`src/rtl/vga_timing_gen.sv`:
```
// Parametrised VGA raster timing generator with built-in test patterns.
// All outputs are registered and show the counter state of the previous cycle.
module vga_timing_gen #(
  parameter int H_ACTIVE   = 640,
  parameter int H_FP       = 16,
  parameter int H_SYNC     = 96,
  parameter int H_BP       = 48,
  parameter int V_ACTIVE   = 480,
  parameter int V_FP       = 10,
  parameter int V_SYNC     = 2,
  parameter int V_BP       = 33,
  parameter int HS_POL     = 0,
  parameter int VS_POL     = 0,
  parameter int COLOR_BITS = 4,
  parameter int CHECK_LOG2 = 5
) (
  input  logic                  clk,
  input  logic                  rst,
  input  logic [1:0]            mode,
  output logic [COLOR_BITS-1:0] r,
  output logic [COLOR_BITS-1:0] g,
  output logic [COLOR_BITS-1:0] b,
  output logic                  hs,
  output logic                  vs,
  output logic                  de,
  output logic [$clog2(H_ACTIVE+H_FP+H_SYNC+H_BP)-1:0] x,
  output logic [$clog2(V_ACTIVE+V_FP+V_SYNC+V_BP)-1:0] y,
  output logic                  frame_start,
  output logic [7:0]            frame_count
);

  localparam int H_TOTAL = H_ACTIVE + H_FP + H_SYNC + H_BP;
  localparam int V_TOTAL = V_ACTIVE + V_FP + V_SYNC + V_BP;
  localparam int XW      = $clog2(H_TOTAL);
  localparam int YW      = $clog2(V_TOTAL);

  localparam logic [XW-1:0] H_LAST     = XW'(H_TOTAL - 1);
  localparam logic [XW-1:0] H_ACT      = XW'(H_ACTIVE);
  localparam logic [XW-1:0] H_ACT_LAST = XW'(H_ACTIVE - 1);
  localparam logic [XW-1:0] HS_START   = XW'(H_ACTIVE + H_FP);
  localparam logic [XW-1:0] HS_END     = XW'(H_ACTIVE + H_FP + H_SYNC);
  localparam logic [XW-1:0] BAR_RELOAD = XW'(H_ACTIVE / 8 - 1);
  localparam logic [YW-1:0] V_LAST     = YW'(V_TOTAL - 1);
  localparam logic [YW-1:0] V_ACT      = YW'(V_ACTIVE);
  localparam logic [YW-1:0] V_ACT_LAST = YW'(V_ACTIVE - 1);
  localparam logic [YW-1:0] VS_START   = YW'(V_ACTIVE + V_FP);
  localparam logic [YW-1:0] VS_END     = YW'(V_ACTIVE + V_FP + V_SYNC);

  localparam logic HS_ON = (HS_POL != 0);
  localparam logic VS_ON = (VS_POL != 0);

  localparam logic [1:0] MODE_BLACK  = 2'd0;
  localparam logic [1:0] MODE_BARS   = 2'd1;
  localparam logic [1:0] MODE_CHECK  = 2'd2;
  localparam logic [1:0] MODE_BORDER = 2'd3;

  if (H_ACTIVE < 8 || H_FP < 1 || H_SYNC < 1 || H_BP < 1 ||
      V_ACTIVE < 1 || V_FP < 1 || V_SYNC < 1 || V_BP < 1 ||
      COLOR_BITS < 1 || CHECK_LOG2 < 1 || CHECK_LOG2 > 30 ||
      HS_POL < 0 || HS_POL > 1 || VS_POL < 0 || VS_POL > 1) begin : g_param_check
    $fatal(1, "vga_timing_gen: illegal parameter set");
  end

  logic [XW-1:0] count_h;
  logic [YW-1:0] count_v;
  logic [XW-1:0] bar_left;
  logic [2:0]    bar_idx;
  logic [1:0]    mode_reg;
  logic [1:0]    mode_eff;
  logic [2:0]    rgb;
  logic          h_wrap;
  logic          v_wrap;
  logic          first_px;
  logic          visible;
  logic          check_odd;

  assign h_wrap    = (count_h == H_LAST);
  assign v_wrap    = (count_v == V_LAST);
  assign first_px  = (count_h == '0) && (count_v == '0);
  assign visible   = (count_h < H_ACT) && (count_v < V_ACT);
  assign check_odd = (((32'(count_h) ^ 32'(count_v)) >> CHECK_LOG2) & 32'd1) != 32'd0;

  // NOTE: pixel (0,0) takes mode straight from the port so the freshly
  // sampled value covers the whole frame, including its first pixel.
  assign mode_eff = first_px ? mode : mode_reg;

  function automatic logic [2:0] bar_color(input logic [2:0] idx);
    case (idx)
      3'd0:    return 3'b111;
      3'd1:    return 3'b110;
      3'd2:    return 3'b011;
      3'd3:    return 3'b010;
      3'd4:    return 3'b101;
      3'd5:    return 3'b100;
      3'd6:    return 3'b001;
      default: return 3'b000;
    endcase
  endfunction

  always_comb begin
    rgb = 3'b000;
    case (mode_eff)
      MODE_BARS:   rgb = bar_color(bar_idx);
      MODE_CHECK:  rgb = check_odd ? 3'b000 : 3'b111;
      MODE_BORDER: rgb = (count_h == '0 || count_h == H_ACT_LAST ||
                          count_v == '0 || count_v == V_ACT_LAST) ? 3'b111 : 3'b000;
      MODE_BLACK:  rgb = 3'b000;
      default:     rgb = 3'b000;
    endcase
    if (!visible) rgb = 3'b000;
  end

  // Raster counters; the bar index steps on a per-line down-counter instead of h / width.
  always_ff @(posedge clk or negedge rst) begin
    if (!rst) begin
      count_h     <= '0;
      count_v     <= '0;
      bar_idx     <= 3'd0;
      bar_left    <= BAR_RELOAD;
      mode_reg    <= MODE_BLACK;
      frame_count <= 8'd0;
    end else begin
      // NOTE: non-blocking assignments keep every register reading pre-edge state.
      mode_reg <= mode_eff;
      if (h_wrap) begin
        count_h  <= '0;
        bar_idx  <= 3'd0;
        bar_left <= BAR_RELOAD;
        count_v  <= v_wrap ? '0 : count_v + 1'b1;
        if (v_wrap) frame_count <= frame_count + 8'd1;
      end else begin
        count_h <= count_h + 1'b1;
        if (bar_left != '0) begin
          bar_left <= bar_left - 1'b1;
        end else if (bar_idx != 3'd7) begin
          bar_idx  <= bar_idx + 3'd1;
          bar_left <= BAR_RELOAD;
        end
      end
    end
  end

  always_ff @(posedge clk or negedge rst) begin
    if (!rst) begin
      hs          <= ~HS_ON;
      vs          <= ~VS_ON;
      de          <= 1'b0;
      r           <= '0;
      g           <= '0;
      b           <= '0;
      x           <= '0;
      y           <= '0;
      frame_start <= 1'b0;
    end else begin
      hs          <= (count_h >= HS_START && count_h < HS_END) ? HS_ON : ~HS_ON;
      vs          <= (count_v >= VS_START && count_v < VS_END) ? VS_ON : ~VS_ON;
      de          <= visible;
      r           <= {COLOR_BITS{rgb[2]}};
      g           <= {COLOR_BITS{rgb[1]}};
      b           <= {COLOR_BITS{rgb[0]}};
      x           <= count_h;
      y           <= count_v;
      frame_start <= first_px;
    end
  end

endmodule

```
`config.mk`:
```
export PLATFORM = sky130hd
export DESIGN_NAME = vga_timing_gen
export DESIGN_NICKNAME = d
export VERILOG_FILES = /design/src/rtl/vga_timing_gen.sv
export SDC_FILE = /design/constraint.sdc
export NUM_CORES = 1
export LEC_CHECK = 0
export CAP_MARGIN = 20
export CORE_MARGIN = 1
export CORE_UTILIZATION = 31
export DETAILED_ROUTE_END_ITERATION = 12
export PLACE_DENSITY = 0.61
export SLEW_MARGIN = 20
export SYNTH_ARGS = -nofsm -noshare
export SYNTH_HDL_FRONTEND = slang
export SYNTH_SLANG_ARGS = --single-unit
```
`constraint.sdc`:
```
create_clock -name clk -period 2.5 [get_ports clk]
set_input_delay 0.75 -clock clk [delete_from_list [all_inputs] [get_ports clk]]
set_output_delay 0.75 -clock clk [all_outputs]
set_load 0.03 [all_outputs]
```
Yosys cells after proc, flatten, opt, wreduce, memory -nomap -nowiden:

Index checks and enable logic that the tools add are counted.

* add/subtract/negate cells: 5
* order comparisons: 6
* equal/unequal tests: 15
* mux-type cells: 16
* bitwise operators: 1
* reduce and logical (&&, ||, !) cells: 16

Operator list (number)
* $mux W10: 5
* $eq A10 B10 Y1 const B: 3
* $pmux W3 S7: 1
* $add A10 B1 Y10 const B: 2
* $logic_not A10 Y1: 2
* $lt A10 B10 Y1 const B: 2
* $lt A10 B9 Y1 const B: 2
* $mux W3: 6
* $pmux W3 S4: 1
* $eq A10 B9 Y1 const B: 1
* $ge A10 B10 Y1 const B: 1
* $ge A10 B9 Y1 const B: 1
* $reduce_bool A10 Y1: 1
* $sub A10 B1 Y10 const B: 1
* $eq A3 B3 Y1 const B: 3
* $add A8 B1 Y8 const B: 1
* $eq A3 B2 Y1 const B: 2
* $xor A6 B6 Y6: 1
* $eq A2 B2 Y1 const B: 2
* $logic_and A1 B1 Y1: 4
* $reduce_and A2 Y1: 2
* $add A3 B1 Y3 const B: 1
* $eq A3 B1 Y1 const B: 1
* $logic_not A3 Y1: 1
* other kinds (9): 12

* register bits after elaboration: 70
* logic and storage cells: 74

Depth between registers and ports, before layout:

Gate-level depths: netlist (run 1).

* word-level depth: 7
* gate-level depth with buffers: 7

Worst setup path before layout (run 1):

Ideal clock, no wire load.

* path kind: flip-flop to flip-flop
* start point: reg count_h[0]
* end point: reg frame_count[5]
* library setup time: 0.134 ns
* arrival time: 1.967 ns
* data required time: 2.366 ns
* setup slack: 0.398 ns
* cell stages (with the launch flop): 8
* path buffers: 1
* clock period less this slack: 2.102 ns
* cells stage by stage: dfrtp_1 > ha_1 > nand3_2 > or4_4 > buf_6 > nor4_4 > nand4_1 > xnor2_1

* word-level cells in the longest chain between the ends: 2

Ends and longest elaborated chain
* start, declared: RTL line 64 `logic [XW-1:0] count_h;`
* start signal, assigned: RTL line 132 `count_h <= count_h + 1'b1;`
* $eq A10 B10 Y1: RTL line 77 `assign h_wrap = (count_h == H_LAST);`
* $reduce_and A2 Y1 (no source line)
* end signal, assigned: RTL line 130 `if (v_wrap) frame_count <= frame_count + 8'd1;`
* end, declared: RTL line 29 `output logic [7:0] frame_count`

No other way between the ends.
A chain may end at the register's enable or synchronous reset.

Worst setup path in the final report (run 1):

* start point: reg vs
* end point: out vs

RTL lines
* start, declared: RTL line 24 `output logic vs,`
* start signal, assigned: RTL line 146 `vs <= ~VS_ON;`
* start signal, assigned: RTL line 156 `vs <= (count_v >= VS_START && count_v < VS_END) ? VS_ON : ~VS_ON;`

No word-level cell between the ends.

==> flow_summary.yaml, run 1 <==
timing:
  fin_skew_ns: 0.00422
  finalHoldViolCount: 0
  tns_ns: 0
  finalSetupViolations: 0
  slew-limit-headroom_pct: 60.1
  slew_viol_final: 0
  post-route-period-util_pct: 91.0
  period_minus_slack_ns: 2.28
  tightestPinTransition_ns: 0.594
  fmax_mhz: 439
  rsz0062_at_grt: "no"
detailed_routing:
  wl_per_cell_um: 13.6
  top_layer_used: "met4"
  drc: 0
  route.met3.wl_um: 374
  via_per_inst: 4.65
  num_vias: 2156
  drt_first_pass_iters: 4
  met2_length_um: 2980
  drt-met1-wl_um: 2880
  drtIter0Drc: 65
  ant_nets: 0
  wl_um: 6330
cts:
  max-clock-path-buffers: 2
  cts_made_buffers: 9
  post_cts_resized: 0
  cts_hold_buf: 0
  cts.sinks: 70
  post_cts.repair.setup_buffers: 0
  clk_latency_ns: 0.35
  root_buffer: "clkbuf_8"
  htree_levels: 3
  clk_pin_slew_worst_paths_ns: 0.07
  cts_tree: "built"
floorplan:
  core_region_area_um2: 9820
  row_count: 36
  ios: 48
  dieArea_um2: 10600
  die_w_um: 103
  start_util_pct: 32.1
  dieHeight_um: 103
logic_synthesis:
  synth_cell_types: 46
  syn_nets: 295
  synth_top_area_cell: "dfrtp_1"
  synth.ff_latch_count: 70
  synth_seq_area_share_pct: 55.8
  synth_top_area_share_pct: 49.9
  syn_inst: 278
  synth_area_um2: 3160
  yosysMostFrequentCell: "dfrtp_1"
  synth-edff-count: 0
  synthTopCellsByCount: "63 x dfrtp_1, 29 x nor2_1, 23 x nand2_1, 15 x xnor2_1"
  synth_area_leaders: "dfrtp_1 50%, dfstp_2 5.8%, ha_1 5.2%, xnor2_1 4.2%, xor2_1 3.9%"
  synth-warning-count: 0
  async_flop_share_pct: 100
  syn_area_per_cell_um2: 11.4
  synth_flop_cell: "dfrtp_1"
worst_setup_path:
  critical_path_required_ns: 1.75
  critPathLaunchType: "flip-flop"
  critical_path_class: "flip-flop to output port"
  worstRegToRegCells: 6
  crit_chain: "clkdlybuf4s50_1"
  rrSetupSlack_ns: 0.26
  cp_max_fo: 1
  r2r-start: "count_h[0]"
  critPathSlowestCell: "clkdlybuf4s50_1"
  crit_family: "buffers and inverters"
  arrival_ns: 1.53
  r2r-end: "frame_count[5]"
  end_kind: "output port"
  path_buf_inv: 1
  cp_slowest_stage_delay_ns: 0.66
finish:
  final_area_um2: 3890
  final_cells: 464
  diodes: 0
  drive_gt1_share_pct: 12.1
  synthToLayoutAreaGrowth_pct: 23.3
  fillers: 993
  nNetsFinal: 344
global_routing:
  grt_usage_pct: 13.7
  overflow: 0
  grt_max_degree: 71
  antenna_found_initial: 0
  grt_pass1_vias: 2188
  grt_pass1_wl_um: 10700
place:
  place_hpwl_um: 4400
  dp_cells: 449
  io_buffer_count: 47
  dpl_cell_area_um2: 3740
  gp_congestion: 0.756
power:
  swShare_pct: 23.3
  peakVddDrop_mv: 0.359
  internal_power_w: 0.00152
  p_per_area_nw_per_um2: 509
  pwr-share-seq_pct: 57.6
  power.switching_w: 0.000462
  p_comb_share_pct: 4.2
  p_leak_nw: 1.72
  p_clk_share_pct: 38.2
run_status:
  status: "finished, final reports clean"
hold_path:
  worstHoldPathType: "input port to asynchronous set/reset pin"
job:
  timing.max_cap.violations: 0
==> power groups by stage <==
stage,sequential (W),combinational (W),clock [W]
final,0.00114,0.0000824,0.000757
after global routing,0.00114,0.0000912,0.000828
after floorplan,0.00117,0.0000356,0
after global placement,0.00116,0.0000829,0
after detailed placement,0.00116,0.0000847,0
after CTS,0.00114,0.0000851,0.000786
==> kinds of logic after synthesis <==
kind of cell,count (synthesis),share of synthesized area (%)
and+or+nand+nor,114,21.0
DFF,70,55.8
xor gates and xnor gates,29,8.05
buffers and inverters,25,4.32
AOI/OAI and AO/OA,24,4.60
adders and majority gates,13,5.15
muxes,3,1.07
==> cell usage in the layout, fill, tap and decap left out, types with 2 or more instances in the layout <==
cell type,instances
a21oi_1,6
a31oi_1,2
and2_1,4
and3_1,6
buf_4,4
clkbuf_1,4
clkbuf_8,9
clkdlybuf4s50_1,46
clkinv_2,2
dfrtp_1,63
dfstp_2,7
ha_1,13
inv_1,11
mux2_2,3
nand2_1,23
nand2b_1,2
nand3_1,9
nand4_1,14
nor2_1,29
nor2b_1,3
nor3_1,3
nor4_1,3
nor4_4,2
o21ai_0,9
or2_2,2
or4_1,2
xnor2_1,15
xor2_1,14
==> stage by stage <==
stage          utilization [%]  hold slack [ns]  power (W)  setup slack, ns
4_1_cts                   39.6            0.429    0.00201            0.201
3_3_place_gp              38.1            0.429    0.00125            0.308
6_report                  39.6            0.406    0.00198            0.224
5_1_grt                   39.6            0.432    0.00206           0.0907
2_1_floorplan                -            0.349    0.00120            0.398
3_5_place_dp              38.1            0.451    0.00125            0.256
==> per-layer routing <==
layer,vias to the layer above,GRT usage (%)
li1,1047,-
met1,1039,17.3
met2,59,21.0
met3,11,5.90
met4,0,5.20
met5,-,0
==> worst max-delay path by stage <==
stage	start	slack (ns)	end	cells after the start
after CTS	vs	0.20	vs	1
after floorplan	count_h[0]	0.40	frame_count[5]	7
after global placement	count_h[0]	0.31	frame_count[7]	6
final	vs	0.22	vs	1
after detailed placement	count_h[0]	0.26	frame_count[5]	6
after global routing	count_h[0]	0.09	frame_count[5]	6
==> cell type report <==
class	instances	area, um^2	area share, %
repair buffers	52	515	13.2
inverters	11	41.3	1.06
multi-input cells	183	1260	32.4
clock buffers	13	139	3.57
flip-flops and latches	70	1760	45.2
clock inverters	2	10.0	0.257
well taps	133	166	4.28
Power figures use the tool's default switching activity.
==> inputs of run 2 (changes only) <==
CTS_CLUSTER_SIZE = 14   (was default)
==> results of run 2 <==
No change in the layout: final DEF, timing and power equal those of run 1.
